### config.mk
export PLATFORM = sky130hd
export DESIGN_NAME = sc_decode_sequencer
export DESIGN_NICKNAME = d
export VERILOG_FILES = /design/src/rtl/sc_pkg.sv /design/src/rtl/sc_ctz_layer.sv /design/src/rtl/sc_decode_sequencer.sv
export SDC_FILE = /design/constraint.sdc
export NUM_CORES = 1
export LEC_CHECK = 0
export ABC_AREA = 1
export CAP_MARGIN = 0
export CORE_MARGIN = 1.5
export CORE_UTILIZATION = 55
export CTS_CLUSTER_SIZE = 24
export DETAILED_ROUTE_END_ITERATION = 7
export PLACE_DENSITY = 0.85
export SYNTH_ARGS = -nofsm -noshare
export SYNTH_HDL_FRONTEND = slang
export SYNTH_SLANG_ARGS = --single-unit
### constraint.sdc
create_clock -name i_clk -period 5.1 [get_ports i_clk]
set_clock_uncertainty 0.15 [all_clocks]
set_input_delay 1.02 -clock i_clk [delete_from_list [all_inputs] [get_ports i_clk]]
set_output_delay 1.02 -clock i_clk [all_outputs]
set_load 0.02 [all_outputs]
### src/rtl/sc_pkg.sv
// Shared types and default sizes for the successive-cancellation decode sequencer.
package sc_pkg;

    localparam int SC_N_LOG   = 10;
    localparam int SC_IDX_W   = 10;
    localparam int SC_LAYER_W = 4;

    typedef enum logic [1:0] {
        SC_F   = 2'd0,
        SC_G   = 2'd1,
        SC_DEC = 2'd2,
        SC_PSU = 2'd3
    } sc_op_e;

    typedef enum logic [2:0] {
        ST_IDLE = 3'd0,
        ST_LLR  = 3'd1,
        ST_DEC  = 3'd2,
        ST_PSU  = 3'd3,
        ST_FIN  = 3'd4
    } sc_state_e;

endpackage

### src/rtl/sc_ctz_layer.sv
// Trailing-zero count plus one: maps a bit index onto the tree layer it touches.
// An all-zero input yields IDX_W+1; callers handle index 0 themselves.
module sc_ctz_layer
    import sc_pkg::*;
#(
    parameter int IDX_W   = SC_IDX_W,
    parameter int LAYER_W = SC_LAYER_W
) (
    input  logic [IDX_W-1:0]   i_value,
    output logic [LAYER_W-1:0] o_layer
);

    logic [LAYER_W-1:0] w_ctz;

    // Scanning from the top lets the lowest set bit win.
    always_comb begin
        w_ctz = LAYER_W'(IDX_W);
        for (int k = IDX_W - 1; k >= 0; k--) begin
            if (i_value[k]) begin
                w_ctz = LAYER_W'(k);
            end
        end
    end

    assign o_layer = w_ctz + LAYER_W'(1);

endmodule

### src/rtl/sc_decode_sequencer.sv
// Step controller of the SC polar decoder: walks the bit index and issues F/G, DEC and PSU
// commands over one valid/ready channel. Optional SC_PERF_CNT_EN adds stall/handshake counters.
module sc_decode_sequencer
    import sc_pkg::*;
#(
    parameter int N_LOG   = SC_N_LOG,
    parameter int IDX_W   = SC_IDX_W,
    parameter int LAYER_W = SC_LAYER_W
) (
    input  logic               i_clk,
    input  logic               i_rst,
    input  logic               i_start,
    output logic               o_busy,
    output logic               o_done,
    output logic [IDX_W-1:0]   o_bit_idx,
    input  logic               i_frozen_bit,
    output logic               o_cmd_valid,
    input  logic               i_cmd_ready,
    output logic [1:0]         o_cmd_op,
    output logic [LAYER_W-1:0] o_cmd_layer,
    output logic               o_cmd_frozen
`ifdef SC_PERF_CNT_EN
    ,
    output logic [31:0]        o_stall_cnt,
    output logic [31:0]        o_cmd_cnt
`endif
);

    localparam logic [IDX_W-1:0]   LAST_IDX  = IDX_W'((1 << N_LOG) - 1);
    localparam logic [LAYER_W-1:0] TOP_LAYER = LAYER_W'(N_LOG);

    sc_state_e          r_state;
    sc_state_e          w_next_state;
    logic [IDX_W-1:0]   r_bit_idx;
    logic [IDX_W-1:0]   w_next_bit_idx;
    logic [LAYER_W-1:0] r_layer;
    logic [LAYER_W-1:0] w_next_layer;
    logic               r_first;
    logic               w_next_first;
    logic               r_frozen;
    logic               w_next_frozen;

    logic [IDX_W-1:0]   w_idx_inc;
    logic [LAYER_W-1:0] w_ctz_cur;
    logic [LAYER_W-1:0] w_ctz_next;
    logic [LAYER_W-1:0] w_start_layer;
    logic [LAYER_W-1:0] w_llr_layer;
    logic               w_cmd_valid;
    logic               w_hs;
    logic               w_accept_start;

    assign w_idx_inc = r_bit_idx + IDX_W'(1);

    sc_ctz_layer #(.IDX_W(IDX_W), .LAYER_W(LAYER_W)) u_start_layer (
        .i_value (r_bit_idx),
        .o_layer (w_ctz_cur)
    );

    sc_ctz_layer #(.IDX_W(IDX_W), .LAYER_W(LAYER_W)) u_psu_layer (
        .i_value (w_idx_inc),
        .o_layer (w_ctz_next)
    );

    // The first LLR command of a bit takes its layer from the index; later ones from r_layer.
    assign w_start_layer  = (r_bit_idx == '0) ? TOP_LAYER : w_ctz_cur;
    assign w_llr_layer    = r_first ? w_start_layer : r_layer;
    assign w_cmd_valid    = (r_state == ST_LLR) || (r_state == ST_DEC) || (r_state == ST_PSU);
    assign w_hs           = w_cmd_valid && i_cmd_ready;
    assign w_accept_start = (r_state == ST_IDLE) && i_start;

    assign o_cmd_valid = w_cmd_valid;
    assign o_busy      = w_cmd_valid;
    assign o_bit_idx   = r_bit_idx;

    always_ff @(posedge i_clk) begin
        if (i_rst) begin
            r_state   <= ST_IDLE;
            r_bit_idx <= '0;
            r_layer   <= '0;
            r_first   <= 1'b0;
            r_frozen  <= 1'b0;
        end else begin
            r_state   <= w_next_state;
            r_bit_idx <= w_next_bit_idx;
            r_layer   <= w_next_layer;
            r_first   <= w_next_first;
            r_frozen  <= w_next_frozen;
        end
    end

    always_comb begin
        w_next_state   = r_state;
        w_next_bit_idx = r_bit_idx;
        w_next_layer   = r_layer;
        w_next_first   = r_first;
        w_next_frozen  = r_frozen;
        o_done         = 1'b0;
        o_cmd_op       = SC_F;
        o_cmd_layer    = '0;
        o_cmd_frozen   = 1'b0;

        unique case (r_state)
            ST_IDLE: begin
                if (i_start) begin
                    w_next_state   = ST_LLR;
                    w_next_bit_idx = '0;
                    w_next_first   = 1'b1;
                end
            end
            ST_LLR: begin
                o_cmd_op    = (r_first && (r_bit_idx != '0)) ? SC_G : SC_F;
                o_cmd_layer = w_llr_layer;
                if (w_hs) begin
                    w_next_first = 1'b0;
                    // Layer 1 is terminal: the counter never goes below it.
                    if (w_llr_layer == LAYER_W'(1)) begin
                        w_next_state  = ST_DEC;
                        w_next_frozen = i_frozen_bit;
                    end else begin
                        w_next_layer = w_llr_layer - LAYER_W'(1);
                    end
                end
            end
            ST_DEC: begin
                o_cmd_op     = SC_DEC;
                o_cmd_frozen = r_frozen;
                if (w_hs) begin
                    if (r_bit_idx == LAST_IDX) begin
                        w_next_state   = ST_FIN;
                        w_next_bit_idx = '0;
                    end else begin
                        w_next_state = ST_PSU;
                    end
                end
            end
            ST_PSU: begin
                o_cmd_op    = SC_PSU;
                o_cmd_layer = w_ctz_next;
                if (w_hs) begin
                    w_next_state   = ST_LLR;
                    w_next_bit_idx = w_idx_inc;
                    w_next_first   = 1'b1;
                end
            end
            ST_FIN: begin
                o_done       = 1'b1;
                w_next_state = ST_IDLE;
            end
            default: begin
                w_next_state = ST_IDLE;
            end
        endcase
    end

`ifdef SC_PERF_CNT_EN
    logic [31:0] r_stall_cnt;
    logic [31:0] r_cmd_cnt;

    // Saturating counters; they go quiet on their own once the channel idles after done.
    always_ff @(posedge i_clk) begin
        if (i_rst || w_accept_start) begin
            r_stall_cnt <= '0;
            r_cmd_cnt   <= '0;
        end else begin
            if (w_cmd_valid && !i_cmd_ready && (r_stall_cnt != '1)) begin
                r_stall_cnt <= r_stall_cnt + 32'd1;
            end
            if (w_hs && (r_cmd_cnt != '1)) begin
                r_cmd_cnt <= r_cmd_cnt + 32'd1;
            end
        end
    end

    assign o_stall_cnt = r_stall_cnt;
    assign o_cmd_cnt   = r_cmd_cnt;
`endif

endmodule
==> impl_metrics.csv, run 1 <==
group,metric,value,unit
global_routing,number_of_antenna_violations_at_the_first_check_in_global_routing,0,
logic_synthesis,async_reset_ff_share,0,%
cts,clock_path_buffers,2,
power_and_ir_drop,power-per-cell-area,380.6,nW/µm²
logic_synthesis,post-synth-top-count-cell,"nand2_1",
cts,cts_htree_levels,1,
timing,layout_min_cycle_time,4262,ps
global_routing,global_route.overflow_total,0,
logic_synthesis,synth_cell_type_count,33,
timing,finalSetupTns,0,ps
final_layout,antenna_cells,0,
cts,clock_tree.root_cell,"clkbuf_4",
logic_synthesis,postSynth.topFlopCell,"dfxtp_1",
routing,avgViaCountPerCell,5.132,
routing,detail_route.wirelength,3669,µm
critical_path,cp_data_required_time,3930,ps
critical_path,end_kind,"primary output",
die,fp.dieH,56.52,µm
logic_synthesis,synthCells,265,
critical_path,critical_path.slowest_cell,"clkdlybuf4s50_1",
logic_synthesis,netlist_top_cells_count,"nand2_1, inv_1, nor2_1",
placement,port_buffers,24,
global_routing,grt_max_degree,15,
timing,worstMarginPinSlew,891.4,ps
die,die_width,56.52,µm
critical_path,kind_of_start_point_of_the_critical_path,"flop",
logic_synthesis,yosysTopAreaCell,"dfxtp_1",
final_layout,layout-drive-gt1-share,9.028,%
final_layout,post_synthesis_to_final_layout_area_growth,17.47,%
timing,setup_viol,0,
placement,place_ws,1214,ps
timing,max_clock_freq,0.2346,GHz
power_and_ir_drop,power.static_leakage,0.8999,nW
power_and_ir_drop,vdd_drop_max,0.0003578,V
routing,detailroute.via_count,1637,
global_routing,number_of_global_route_vias_before_repair,1499,
global_routing,grt_pass1_wl,6417,µm
routing,route.antenna.remaining_nets,0,
die,start_util,57.62,%
placement,place.detailed.hpwl,2832,µm
timing,report.final.hold_viol_count,0,
cts,clk_latency,300,ps
critical_path,classification_of_the_worst_setup_path,"reg -> out",
die,pin_count,25,
routing,detail_route.wl_per_cell,11.50,µm
final_layout,num-nets-final,300,
logic_synthesis,synth_top_cell_area_share,24.15,%
logic_synthesis,synth.ff_latch_count,19,
critical_path,most_frequent_cell_on_the_critical_path,"nand2_1",
global_routing,global_route.usage.total,24.53,%
logic_synthesis,yosysWarningCount,0,
cts,cts.reportedPaths.clkPinSlew,120,ps
routing,post-route-drc-count,0,
cts,cts_setup_buffers,0,
status,outcome,"complete, no violations",
logic_synthesis,sequential_element_share_of_the_synthesized_area,24.15,%
cts,ctsResizeCount,0,
cts,clock_sinks,19,
routing,initialDrtViolationCount,95,
die,core.rowCount,19,
logic_synthesis,synth_enable_flop_cells,0,
timing,timing.final.ws_setup,838.1,ps
critical_path,crit_path_max_incr_delay,600,ps
cts,hold_buffers,0,
critical_path,crit_fanout,8,
logic_synthesis,netlist_top_cells_area,"dfxtp_1, nand2_1, inv_1",
logic_synthesis,synth_area,1575,µm²
timing,unrepaired_setup_endpoints_after_global_routing,"no",
cts,tritoncts_clock_tree,"built",
timing,worst_slew_margin_rel,40.11,%
die,die_area,3194,µm²
die,coreArea,2734,µm²
logic_synthesis,synth_net_count,276,
min_path,min-delay-path-class,"reg -> reg",
critical_path,crit_path_cell_trace,"nand2_1 > nor2_2 > nand2_1 > xor2_1 > o21ai_0 > nand2_1 > nand2_1 > nand2_1 > nand2_1 > nand2_1 > nand2_1 > nand2_1 > inv_1 > ha_1 > nand4_1 > nand3_1 > nand2_1 > clkdlybuf4s50_1",
routing,detail_route.first_pass.iterations,4,
logic_synthesis,postSynthAreaPerCell,5.944,µm²
timing,finalCritPeriodShare,83.57,%
cts,cts_inserted_buffers,3,
power_and_ir_drop,power,704.3,µW
timing,timing.final.max_slew_violations,0,
flow_run,max_cap_violations,0,
placement,finalWeightedCongestion,0.9305,
critical_path,critPathArrivalTime,3090,ps
## flip-flops by register name, summed over array words and instances (netlist names)
signal	cells
r_frozen	1
o_bit_idx	10
r_first	1
r_layer	4
r_state	3
## worst paths after layout
| kind | start | to | slack (ps) | depth (start not counted) |
|---|---|---|---|---|
| worst max register to register | o_bit_idx[8] | r_layer[0] | 2330 | 21 |
| worst max-delay path | o_bit_idx[2] | o_cmd_layer[2] | 840 | 18 |
| worst min register to register | r_layer[2] | r_layer[2] | 330 | 2 |
| worst min-delay path | r_layer[2] | r_layer[2] | 330 | 2 |
## cell type report
class                      count  area [µm²]
tap                           31       38.79
fill                         275       883.3
clock inverter                 1       5.005
timing repair buffer          24       240.2
inverter                      43       161.4
multi-input combinational    198        1002
sequential                    19       380.4
clock buffer                   3       22.52
## per-stage QoR
step / instance area [µm²] / hold slack (ps) / util (%) / cells
after floorplan: 1575 / 289.9 / - / 265
after global placement: 1823 / 300.8 / 66.68 / 315
after detailed placement: 1823 / 308.4 / 66.68 / 315
after CTS: 1851 / 324.6 / 67.69 / 319
after global routing: 1851 / 344.2 / 67.69 / 319
final: 1851 / 329.6 / 67.69 / 319
## cells in the final DEF, fill, tap and decap left out, types with 2 or more instances in the layout
cell              n
nand3_1          14
inv_2             5
clkdlybuf4s50_1  24
xor2_1            4
o21ai_1           3
clkbuf_4          3
o21ai_0           8
nor2_2            5
dfxtp_1          19
nand2_1          83
nand2_2           6
nor2_1           33
a21oi_1          13
nor3_1            4
ha_1              6
a22oi_1           3
o21bai_1          2
inv_1            38
nand4_1           2
## worst max-delay path: cells and delay by family (launching register included)
family	cells	cell delay, ps
xor gates and xnor gates	1	220
and+or+nand+nor	13	1090
buffers and inverters	2	660
AOI/OAI and AO/OA	1	120
DFF	1	510
adders and majority gates	1	190
## cells by family (layout without fill, tap and decap cells)
family / after synthesis / in the layout / share of synthesized area (%)
flip-flops: 19 / 19 / 24.15
AO/OA/AOI/OAI: 34 / 34 / 13.50
adder cells (fa/ha/maj): 6 / 6 / 4.766
AND/OR/NAND/NOR: 153 / 153 / 42.57
buffers and inverters: 48 / 71 / 12.23
XOR/XNOR: 5 / 5 / 2.780
## routing by layer
metal / up-vias / routed length [µm] / global-route usage (%)
li1: 875 / - / -
met2: 37 / 1671 / 41.86
met3: 2 / 162 / 2.995
met5: - / 0 / 0
met4: 0 / 25 / 4.762
met1: 723 / 1810 / 33.19
## report_power, final
group | internal, mW | switching [mW]
Sequential | 0.173 | 0.0211
Clock | 0.0291 | 0.0487
Combinational | 0.162 | 0.271
Total | 0.364 | 0.341
Power figures use the tool's default switching activity.
==> inputs of run 2 (changes only) <==
- CORE_UTILIZATION: 55 -> 54
- PLACE_DENSITY: 0.85 -> 0.83
- clock period: 5.1 -> 4.4 ns (I/O delays scaled with it)
==> run 2 against run 1 <==
  * Worst hold slack improved by 3.2 ps
  * Cell count is 0.31% higher
  * Combinational power is 16% higher
  * Non-clock buffer count grew 1
  * Die area is 1.8% higher
  * Register-to-register slack got worse by 710 ps
  * Largest power group unchanged
==> impl_metrics.csv, run 2 (synthesis gave the netlist of run 1 again) <==
group,metric,value,unit
final_layout,num-nets-final,301,
routing,detail_route.first_pass.iterations,4,
power_and_ir_drop,vdd_drop_max,0.0004431,V
final_layout,fillers,272,
cts,tritoncts_clock_tree,"built",
timing,finalCritPeriodShare,92.17,%
cts,cts_htree_levels,1,
routing,post-route-drc-count,0,
critical_path,end_kind,"primary output",
die,start_util,57.12,%
critical_path,reg2regPathDepth,21,
global_routing,number_of_antenna_violations_at_the_first_check_in_global_routing,0,
cts,clk_latency,310,ps
cts,cts_setup_buffers,0,
power_and_ir_drop,power-per-cell-area,443.3,nW/µm²
final_layout,layout-drive-gt1-share,9.343,%
critical_path,critPathArrivalTime,3030,ps
timing,unrepaired_setup_endpoints_after_global_routing,"no",
placement,port_buffers,24,
power_and_ir_drop,pwr-share-clk,11.6,%
routing,detail_route.wirelength,3608,µm
timing,final.hold.worst_slack,332.8,ps
timing,worstMarginPinSlew,551.4,ps
min_path,min-delay-path-class,"reg -> reg",
placement,placed_cells_incl_taps,316,
min_path,hold_path_startpoint,"r_layer[2]",
critical_path,regToRegStartpoint,"o_bit_idx[8]",
global_routing,grt_pass1_wl,6072,µm
critical_path,beginning_of_the_critical_path,"o_bit_idx[2]",
final_layout,layout_commonest_cell,"nand2_1",
final_layout,antenna_cells,0,
cts,hold_buffers,0,
status,outcome,"complete, no violations",
timing,report.final.hold_viol_count,0,
cts,clock_path_buffers,2,
die,coreArea,2758,µm²
power_and_ir_drop,power.static_leakage,0.9053,nW
timing,layout_min_cycle_time,4056,ps
die,die_area,3250,µm²
die,die_width,57.01,µm
min_path,holdPathStages,2,
routing,detail_route.wl_per_cell,11.28,µm
final_layout,layout.core_utilization,67.38,%
power_and_ir_drop,power_switching,400.6,µW
power_and_ir_drop,p_comb_share,61.0,%
min_path,min_to,"r_layer[2]",
final_layout,post_synthesis_to_final_layout_area_growth,17.95,%
routing,initialDrtViolationCount,97,
cts,cts_inserted_buffers,3,
routing,avgViaCountPerCell,5.072,
critical_path,kind_of_start_point_of_the_critical_path,"flop",
global_routing,number_of_global_route_vias_before_repair,1439,
critical_path,crit-reg2reg-capture,"r_state[2]",
die,fp.dieH,57.01,µm
cts,clock_tree.root_cell,"clkbuf_4",
routing,detailroute.via_count,1623,
global_routing,global_route.overflow_total,0,
critical_path,classification_of_the_worst_setup_path,"reg -> out",
power_and_ir_drop,internal-power,423.2,µW
final_layout,final_cell_mix,"nand2_1, inv_1, nor2_1, clkdlybuf4s50_1, dfxtp_1",
global_routing,grt_max_degree,15,
critical_path,crit_fanout,8,
routing,route.antenna.remaining_nets,0,
power_and_ir_drop,power.switching_fraction,48.63,%
timing,finalSetupTns,0,ps
timing,setup_viol,0,
die,core.rowCount,19,
die,pin_count,25,
power_and_ir_drop,seqPwrFrac,27.4,%
timing,timing.final.max_slew_violations,0,
global_routing,global_route.usage.total,23.35,%
placement,place.detailed.hpwl,2803,µm
cts,cts.reportedPaths.clkPinSlew,120,ps
flow_run,max_cap_violations,0,
cts,clock_sinks,19,
final_layout,post_layout_nonfiller_instances,320,
cts,ctsResizeCount,0,
timing,max_clock_freq,0.2466,GHz
final_layout,largest_register_ffs,10,
timing,worst_slew_margin_rel,63.12,%
placement,finalWeightedCongestion,0.8395,
critical_path,cp_data_required_time,3370,ps
critical_path,ff2ff_setup_slack,1620,ps
==> run 2: metal layers <==
metal / track usage (%) / up-vias / wire length, µm
met2: 37.60 / 39 / 1609
met1: 32.58 / 700 / 1786
met3: 3.401 / 4 / 176
met4: 6.977 / 0 / 36
met5: 0 / - / 0
li1: - / 880 / -
==> run 2: worst max path at each step <==
stage,endpoint,slack (ps),cells after the start
detailed placement,o_cmd_layer[1],700,18
floorplan,o_cmd_layer[1],1200,17
global route,o_cmd_layer[2],20,20
global placement,o_cmd_layer[1],740,18
finish,o_cmd_layer[1],340,17
CTS,o_cmd_layer[2],330,20
==> run 2: layout make-up <==
class                   count  area [µm²]  area share, %
multi-input cells         198        1002          53.94
flip-flops and latches     19       380.4          20.47
repair buffers             25       247.7          13.33
inverters                  43       161.4          8.687
well taps                  31       38.79          2.088
clock buffers               3       22.52          1.212
clock inverters             1       5.005         0.2694
==> run 2: through the flow <==
| step | cell area (µm²) | worst slack [ps] | total power [mW] |
|---|---|---|---|
| after floorplan | 1575 | 1196 | 0.6122 |
| after global placement | 1831 | 742.2 | 0.7273 |
| after detailed placement | 1831 | 704.9 | 0.7294 |
| after CTS | 1858 | 331.4 | 0.8274 |
| after global routing | 1858 | 21.62 | 0.8948 |
| final | 1858 | 344.4 | 0.8237 |
==> run 2: worst max-delay path, stage by stage (launching register included) <==
cell             delay [ps]
dfxtp_1                 500
nand2_1                 120
nor2_2                  190
nand2_1                  90
xor2_1                  220
o21ai_0                 130
nand2_1                  70
nand2_1                  40
nand2_1                  50
nand2_1                  50
nand2_1                  70
nand2_1                  50
nand2_1                  80
inv_1                    50
ha_1                    260
nand2_1                  40
o21ai_0                  70
clkdlybuf4s50_1         620
==> run 2: power groups by stage <==
stage / sequential [mW] / clock (mW) / combinational [mW]
floorplan: 0.229 / 0 / 0.383
global placement: 0.229 / 0 / 0.499
detailed placement: 0.229 / 0 / 0.500
CTS: 0.225 / 0.0992 / 0.503
global route: 0.229 / 0.106 / 0.560
finish: 0.226 / 0.0955 / 0.503
==> inputs of run 3 (changes only) <==
- ABC_CLOCK_PERIOD_IN_PS: default -> 4400
==> results of run 3 <==
Same layout as run 2: the final DEF is identical, and so are final timing and power.
